$ cat config.mk
export PLATFORM = sky130hd
export DESIGN_NAME = div_flat
export DESIGN_NICKNAME = d
export VERILOG_FILES = /design/src/rtl/div_pkg.sv /design/src/rtl/div_if.sv /design/src/rtl/div.sv /design/src/flat_wrapper.sv
export SDC_FILE = /design/constraint.sdc
export NUM_CORES = 1
export LEC_CHECK = 0
export ABC_AREA = 1
export BUFFER_PORTS_ARGS = -buffer_cell sky130_fd_sc_hd__buf_2
export CAP_MARGIN = 20
export CORE_UTILIZATION = 50
export DETAILED_ROUTE_END_ITERATION = 12
export GPL_ROUTABILITY_DRIVEN = 1
export GPL_TIMING_DRIVEN = 0
export PLACE_DENSITY = 0.8
export SLEW_MARGIN = 20
export SYNTH_ARGS = -nofsm -noshare
export SYNTH_HDL_FRONTEND = slang
export SYNTH_SLANG_ARGS = --single-unit
$ cat constraint.sdc
create_clock -name clk -period 3.2 [get_ports clk]
set_clock_uncertainty 0.15 [all_clocks]
set_input_delay 0.64 -clock clk [delete_from_list [all_inputs] [get_ports clk]]
set_output_delay 0.64 -clock clk [all_outputs]
set_load 0.03 [all_outputs]
$ cat src/rtl/div_pkg.sv
// Shared widths, state codes, handshake constants and opcodes for the
// multi-cycle MIPS32 divider.
package div_pkg;

    localparam int REG_BUS_W        = 32;
    localparam int DOUBLE_REG_BUS_W = 64;
    localparam int DIV_ITERATIONS   = 32;

    typedef enum logic [1:0] {
        DIV_FREE    = 2'b00,
        DIV_BY_ZERO = 2'b01,
        DIV_ON      = 2'b10,
        DIV_END     = 2'b11
    } div_state_e;

    localparam logic DIV_RESULT_READY     = 1'b1;
    localparam logic DIV_RESULT_NOT_READY = 1'b0;
    localparam logic DIV_START            = 1'b1;
    localparam logic DIV_STOP             = 1'b0;

    localparam logic [7:0] EXE_DIV_OP  = 8'b0001_1010;
    localparam logic [7:0] EXE_DIVU_OP = 8'b0001_1011;

    // Two's-complement negate when cond is set, pass through otherwise.
    function automatic logic [REG_BUS_W-1:0] neg_if(input logic [REG_BUS_W-1:0] value,
                                                    input logic                  cond);
        logic [REG_BUS_W-1:0] res;
        if (cond) begin
            res = ~value + 32'd1;
        end else begin
            res = value;
        end
        return res;
    endfunction

endpackage

$ cat src/rtl/div_if.sv
// Execute-stage to divider handshake: operands and start/annul in,
// 64-bit {remainder, quotient} and ready back.
interface div_if;
    import div_pkg::*;

    logic                        signed_div_i;
    logic [REG_BUS_W-1:0]        opdata1_i;
    logic [REG_BUS_W-1:0]        opdata2_i;
    logic                        start_i;
    logic                        annul_i;
    logic [DOUBLE_REG_BUS_W-1:0] result_o;
    logic                        ready_o;

    modport master (
        output signed_div_i, opdata1_i, opdata2_i, start_i, annul_i,
        input  result_o, ready_o
    );

    modport slave (
        input  signed_div_i, opdata1_i, opdata2_i, start_i, annul_i,
        output result_o, ready_o
    );

endinterface

$ cat src/rtl/div.sv
// Radix-2 restoring divider, one quotient bit per clock. Operands are
// reduced to magnitudes on capture and the signs are restored on the way out.
module div
    import div_pkg::*;
(
    input  logic  clk,
    input  logic  rst,
    div_if.slave  bus
);

    div_state_e                  state_r,     state_s;
    logic [5:0]                  cnt_r,       cnt_s;
    logic [64:0]                 work_r,      work_s;
    logic [REG_BUS_W-1:0]        divisor_r,   divisor_s;
    logic                        neg_quot_r,  neg_quot_s;
    logic                        neg_rem_r,   neg_rem_s;
    logic [DOUBLE_REG_BUS_W-1:0] result_r,    result_s;
    logic                        ready_r,     ready_s;

    logic [64:0]                 shifted_s;
    logic [32:0]                 trial_s;
    logic [REG_BUS_W-1:0]        dividend_abs_s;
    logic [REG_BUS_W-1:0]        divisor_abs_s;

    // Magnitudes of the incoming operands; only meaningful for the capture edge.
    always_comb begin
        dividend_abs_s = neg_if(bus.opdata1_i, bus.signed_div_i & bus.opdata1_i[31]);
        divisor_abs_s  = neg_if(bus.opdata2_i, bus.signed_div_i & bus.opdata2_i[31]);
    end

    // One restoring step: shift, then try to take the divisor off the top 33 bits.
    always_comb begin
        shifted_s = work_r << 6'd1;
        trial_s   = shifted_s[64:32] - {1'b0, divisor_r};
    end

    // Next-state and datapath updates; every register has a value in every state.
    always_comb begin
        state_s    = state_r;
        cnt_s      = cnt_r;
        work_s     = work_r;
        divisor_s  = divisor_r;
        neg_quot_s = neg_quot_r;
        neg_rem_s  = neg_rem_r;
        result_s   = result_r;
        ready_s    = ready_r;

        case (state_r)
            DIV_FREE: begin
                ready_s  = DIV_RESULT_NOT_READY;
                result_s = 64'd0;
                cnt_s    = 6'd0;
                if ((bus.start_i == DIV_START) && !bus.annul_i) begin
                    neg_quot_s = bus.signed_div_i & (bus.opdata1_i[31] ^ bus.opdata2_i[31]);
                    neg_rem_s  = bus.signed_div_i & bus.opdata1_i[31];
                    work_s     = {33'd0, dividend_abs_s};
                    divisor_s  = divisor_abs_s;
                    if (bus.opdata2_i == 32'd0) begin
                        state_s = DIV_BY_ZERO;
                    end else begin
                        state_s = DIV_ON;
                    end
                end else begin
                    state_s = DIV_FREE;
                end
            end

            DIV_BY_ZERO: begin
                work_s   = 65'd0;
                result_s = 64'd0;
                ready_s  = DIV_RESULT_READY;
                state_s  = DIV_END;
            end

            DIV_ON: begin
                if (bus.annul_i) begin
                    state_s  = DIV_FREE;
                    cnt_s    = 6'd0;
                    ready_s  = DIV_RESULT_NOT_READY;
                    result_s = 64'd0;
                end else if (cnt_r == 6'(DIV_ITERATIONS)) begin
                    // All quotient bits are in; restore signs as the result is latched.
                    state_s  = DIV_END;
                    cnt_s    = 6'd0;
                    ready_s  = DIV_RESULT_READY;
                    result_s = {neg_if(work_r[63:32], neg_rem_r),
                                neg_if(work_r[31:0],  neg_quot_r)};
                end else begin
                    if (trial_s[32] == 1'b0) begin
                        work_s = {trial_s, shifted_s[31:1], 1'b1};
                    end else begin
                        work_s = {shifted_s[64:1], 1'b0};
                    end
                    cnt_s = cnt_r + 6'd1;
                end
            end

            DIV_END: begin
                if (bus.start_i == DIV_START) begin
                    ready_s = DIV_RESULT_READY;
                    state_s = DIV_END;
                end else begin
                    ready_s  = DIV_RESULT_NOT_READY;
                    result_s = 64'd0;
                    state_s  = DIV_FREE;
                end
            end

            default: begin
                state_s  = DIV_FREE;
                cnt_s    = 6'd0;
                ready_s  = DIV_RESULT_NOT_READY;
                result_s = 64'd0;
            end
        endcase
    end

    // State and datapath registers with synchronous reset.
    always_ff @(posedge clk) begin
        if (rst) begin
            state_r    <= DIV_FREE;
            cnt_r      <= 6'd0;
            work_r     <= 65'd0;
            divisor_r  <= 32'd0;
            neg_quot_r <= 1'b0;
            neg_rem_r  <= 1'b0;
            result_r   <= 64'd0;
            ready_r    <= DIV_RESULT_NOT_READY;
        end else begin
            state_r    <= state_s;
            cnt_r      <= cnt_s;
            work_r     <= work_s;
            divisor_r  <= divisor_s;
            neg_quot_r <= neg_quot_s;
            neg_rem_r  <= neg_rem_s;
            result_r   <= result_s;
            ready_r    <= ready_s;
        end
    end

    assign bus.result_o = result_r;
    assign bus.ready_o  = ready_r;

endmodule

$ cat src/flat_wrapper.sv
// flat-port wrapper written by rule: the top's interface ports become plain ports
module div_flat import div_pkg::*;
  (clk, rst, bus_signed_div_i, bus_opdata1_i, bus_opdata2_i, bus_start_i, bus_annul_i, bus_result_o, bus_ready_o);
  div_if bus_i ();
  input  logic clk;
  input  logic rst;
  input wire logic [$bits(bus_i.signed_div_i)-1:0] bus_signed_div_i;
  input wire logic [$bits(bus_i.opdata1_i)-1:0] bus_opdata1_i;
  input wire logic [$bits(bus_i.opdata2_i)-1:0] bus_opdata2_i;
  input wire logic [$bits(bus_i.start_i)-1:0] bus_start_i;
  input wire logic [$bits(bus_i.annul_i)-1:0] bus_annul_i;
  output wire logic [$bits(bus_i.result_o)-1:0] bus_result_o;
  output wire logic [$bits(bus_i.ready_o)-1:0] bus_ready_o;
  assign bus_i.signed_div_i = bus_signed_div_i;
  assign bus_i.opdata1_i = bus_opdata1_i;
  assign bus_i.opdata2_i = bus_opdata2_i;
  assign bus_i.start_i = bus_start_i;
  assign bus_i.annul_i = bus_annul_i;
  assign bus_result_o = bus_i.result_o;
  assign bus_ready_o = bus_i.ready_o;
  div u_core (.clk(clk), .rst(rst), .bus(bus_i));
endmodule
==> results by stage <==
Floorplanning:
- After floorplanning, the core was divided into 58 placement rows.
- The die is 164 µm tall.
- The die outline width is 164 µm.
- The core footprint is between 20000 and 30000 µm².
- The die covers between 20000 and 30000 µm².
- The starting density of the core is between 50% and 60%.
- The number of top-level pins is between 100 and 150.

STA:
- For the pin with the worst max-slew slack, the measured transition is between 0.7 and 0.8 ns.
- Setup repair after global routing left no endpoint under its margin.
- Setup violations remaining at the end of the flow were counted as 0.
- The highest clock rate is approximately 350 MHz.
- The worst max-slew margin expressed relative to the limit is between 50% and 60%.
- The number of max-slew violations in the final report is 0.
- The final count of hold timing violations was 0.
- The final critical-path required period is roughly 2.9 ns.
- The part of the cycle the worst path needs is between 80% and 90%.
- Summed over all failing endpoints, the final setup total negative slack is 0 ns.

Synth:
- Sequential cells were found to cover 26.2% of the synthesized design area.
- Yosys mapped the design onto 51 distinct sky130hd cell types.
- Synthesis inferred about 170 register bits.
- Counting every instance in the synthesized netlist gives about 2.1k.
- The number of enable flip-flop cells after synthesis is 0.
- The cell area after synthesis is 13100 µm².
- In the synthesized netlist the dominant register cell turns out to be dfxtp_1.
- The count of warnings emitted by yosys is 0.
- The mean instance size in the synthesized netlist is between 6 and 7 µm².
- The number of nets handed over by synthesis was around 2.2k.
- For this run, asynchronously set or reset flops after synthesis account for 0%.

Detailed routing:
- The ratio of routed vias to standard cells is 5.53.
- In this run the remaining antenna-violating nets after routing total 0.
- Detailed routing inserted a total of 14.5k vias.
- The aggregate routed wire length is 43400 µm.
- For this run, design rule violations remaining after detail routing come to 0.
- The average detailed-routed wire length per instance is about 17 µm.
- The first-pass detailed-route iteration total is 6.
- The number of DRC markers after the initial detailed-route iteration is about 1.5k.

Global route:
- The global route total overflow is 0.
- The global-route wire length before repair is between 60000 and 70000 µm.
- The largest net degree at the start of global routing is 20.
- Global routing used around 32% of the available tracks.
- The initial antenna violation count was 0.
- The number of global-route vias before repair is 13.1k.

Placement:
- During placement, the flow inserted port buffers numbering about 130.
- In this run the cell area measured after placement is roughly 14000 µm².
- Once placement completed, the tool counted placed cells totaling 2592.
- The last weighted congestion value of the routability-driven placer is 0.996.
- Summed over all nets, the half-perimeter wirelength after detailed placement is 35000 µm.

Worst setup path:
- The launching element type of the critical path is a flip-flop.
- The critical path in this run is classified as flip-flop to flip-flop.
- The top fanout value on the critical path is 10.
- The arrival time at the worst endpoint is just over 3 ns.
- The type of destination of the critical path is a flip-flop.
- The required time reported for the critical path endpoint is ~3.4 ns.

Final layout:
- The number of nets in the layout is about 2.4k.
- The number of filler cells placed in the layout is about 2.6k.
- The final instance area is about 15000 µm².
- The multi-input gate area in the final layout is roughly 8000 µm².
- Leaving out fill and tap cells, the most frequent cell in the layout is nand2_1.
- The top cell types in the final layout, fill and taps aside, are nand2_1 (570), inv_1 (293), a21oi_1 (221).
- Relative to the synthesized area, the layout overhead comes to 12.8%.
- The sequential cell area is between 3000 and 4000 µm².
- The share of the core filled with cells is 58.0%.
- The fraction of final layout cells with drive strength greater than 1 is around 14%.
- The number of antenna diodes is 0.
- Excluding fillers, the count of instances in the completed layout stands at between 2k and 3k.

Clock network:
- The number of setup buffers added after CTS is 0.
- The clock net in this run drives a total of ~170 sinks.
- The number of clock buffers added by TritonCTS is 17.
- The number of hold buffers added after cts is 0.
- The clock-pin slew reported for the worst setup and hold paths after clock tree synthesis is around 0.070 ns.
- TritonCTS built the clock tree.
- The later pin in the worst-skew pair is clocked with a latency of ~0.45 ns.
- The root buffer cell chosen for the clock tree is clkbuf_16.
- The maximum clock insertion buffer count is 2.
- The clock tree synthesis step divided the H-tree into 4 levels.
- The number of instances resized during post-cts repair is 0.

Power and ir drop:
- For this design the static power due to leakage is 7.16 nW.
- The worst supply voltage drop on vdd is 0.269 mV.
- The power density normalized to cell area is around 400 nW/µm².
- After layout, the design draws a total of 5.90 mW.

Flow run:
- The total of max-cap violations is 0.

Run status:
- The run finished with clean final reports.

Hold path:
- In this run the worst hold path is classified as flip-flop to flip-flop.
cell usage after synthesis (4+ instances only):
cell | count | area [µm²]
clkbuf_1 | 49 | 184
nand3b_1 | 6 | 45.0
nand2_1 | 570 | 2140
o211ai_1 | 13 | 97.6
ha_1 | 43 | 538
nand2_2 | 24 | 150
o21bai_1 | 7 | 52.6
o21ai_0 | 120 | 601
nand2_4 | 14 | 158
or2_2 | 5 | 31.3
nand4_1 | 25 | 156
nor2_1 | 153 | 574
nand3_2 | 22 | 220
inv_1 | 293 | 1100
o31ai_1 | 8 | 60.1
dfxtp_1 | 171 | 3420
nand3_1 | 181 | 906
a21oi_2 | 22 | 193
inv_2 | 13 | 48.8
xor2_1 | 31 | 272
a31oi_1 | 7 | 43.8
nor2_2 | 5 | 31.3
xnor2_1 | 18 | 158
o21ai_1 | 8 | 40.0
nor4_1 | 8 | 50.1
o221ai_1 | 4 | 35.0
buf_2 | 15 | 75.1
a21o_1 | 5 | 37.5
buf_6 | 5 | 56.3
buf_4 | 4 | 30.0
nor3_1 | 22 | 110
nor3_2 | 7 | 70.1
a21oi_1 | 221 | 1110
cell families after synthesis:
family	Yosys count	share of synthesized area (%)
AOI/OAI and AO/OA	424	18.0
and+or+nand+nor	1056	36.5
DFF	171	26.2
xor gates and xnor gates	49	3.29
adders and majority gates	44	4.27
buffers and inverters	385	11.7
layout make-up:
type                            count  area share, %
Timing Repair Buffer              133           4.52
Inverter                          308           7.84
Tap cell                          330           2.80
Buffer                             77           2.56
Multi-Input combinational cell   1573           55.0
Sequential cell                   171           23.2
Clock buffer                       17           2.89
Clock inverter                     15           1.17
sequential cells by signal, indices dropped and copies added, names as in the netlist:
name                 flops
u_core.neg_rem_r         1
u_core.work_r           64
u_core.cnt_r             6
u_core.state_r           2
u_core.bus.ready_o       1
u_core.neg_quot_r        1
u_core.divisor_r        32
u_core.bus.result_o     64
where the power goes:
| group | total [mW] | switching, mW | leakage (nW) | internal (mW) |
|---|---|---|---|---|
| clock network | 2.10 | 1.04 | 0.293 | 1.06 |
| logic | 1.45 | 1.01 | 5.47 | 0.445 |
| registers | 2.35 | 0.128 | 1.39 | 2.22 |
path summary, 6_finish.rpt:
path | start | to | slack [ns] | cells after the start
setup / recovery | u_core.work_r[31]$_SDFFE_PP0P_ | u_core.work_r[46]$_SDFFE_PP0P_ | 0.33 | 16
setup reg to reg | u_core.work_r[31]$_SDFFE_PP0P_ | u_core.work_r[46]$_SDFFE_PP0P_ | 0.33 | 16
hold reg to reg | u_core.bus.result_o[28]$_SDFFE_PP0P_ | u_core.bus.result_o[28]$_SDFFE_PP0P_ | 0.32 | 2
hold / removal | u_core.bus.result_o[28]$_SDFFE_PP0P_ | u_core.bus.result_o[28]$_SDFFE_PP0P_ | 0.32 | 2
layer usage:
layer | part of all wire [%] | vias up | GRT usage (%)
met5 | 0.17 | - | 2.08
met4 | 2.2 | 2 | 9.30
met3 | 9.1 | 75 | 5.97
met2 | 43 | 615 | 50.3
met1 | 45 | 6610 | 45.4
li1 | - | 7205 | -
critical path: stages, from the launching register on:
cell and delay [ns]:
dfxtp_1 0.35, inv_1 0.13, ha_1 0.25, fa_1 0.50, o21ai_1 0.18, nand3_1 0.12, nand2_2 0.14, nand2_2 0.08
nand2_4 0.08, nand2_4 0.07, nand2_2 0.08, nand2_2 0.06, nand2_4 0.12, buf_6 0.18, nand2_2 0.06, nand3_1 0.09
a21oi_1 0.07
stage by stage:
stage / hold slack, ns / setup WS, ns
after global placement: 0.302 / 0.452
final: 0.316 / 0.327
after global routing: 0.330 / 0.127
after floorplan: 0.299 / 0.829
after CTS: 0.318 / 0.336
after detailed placement: 0.306 / 0.430
Note: power is estimated with default switching activity, not from simulation.
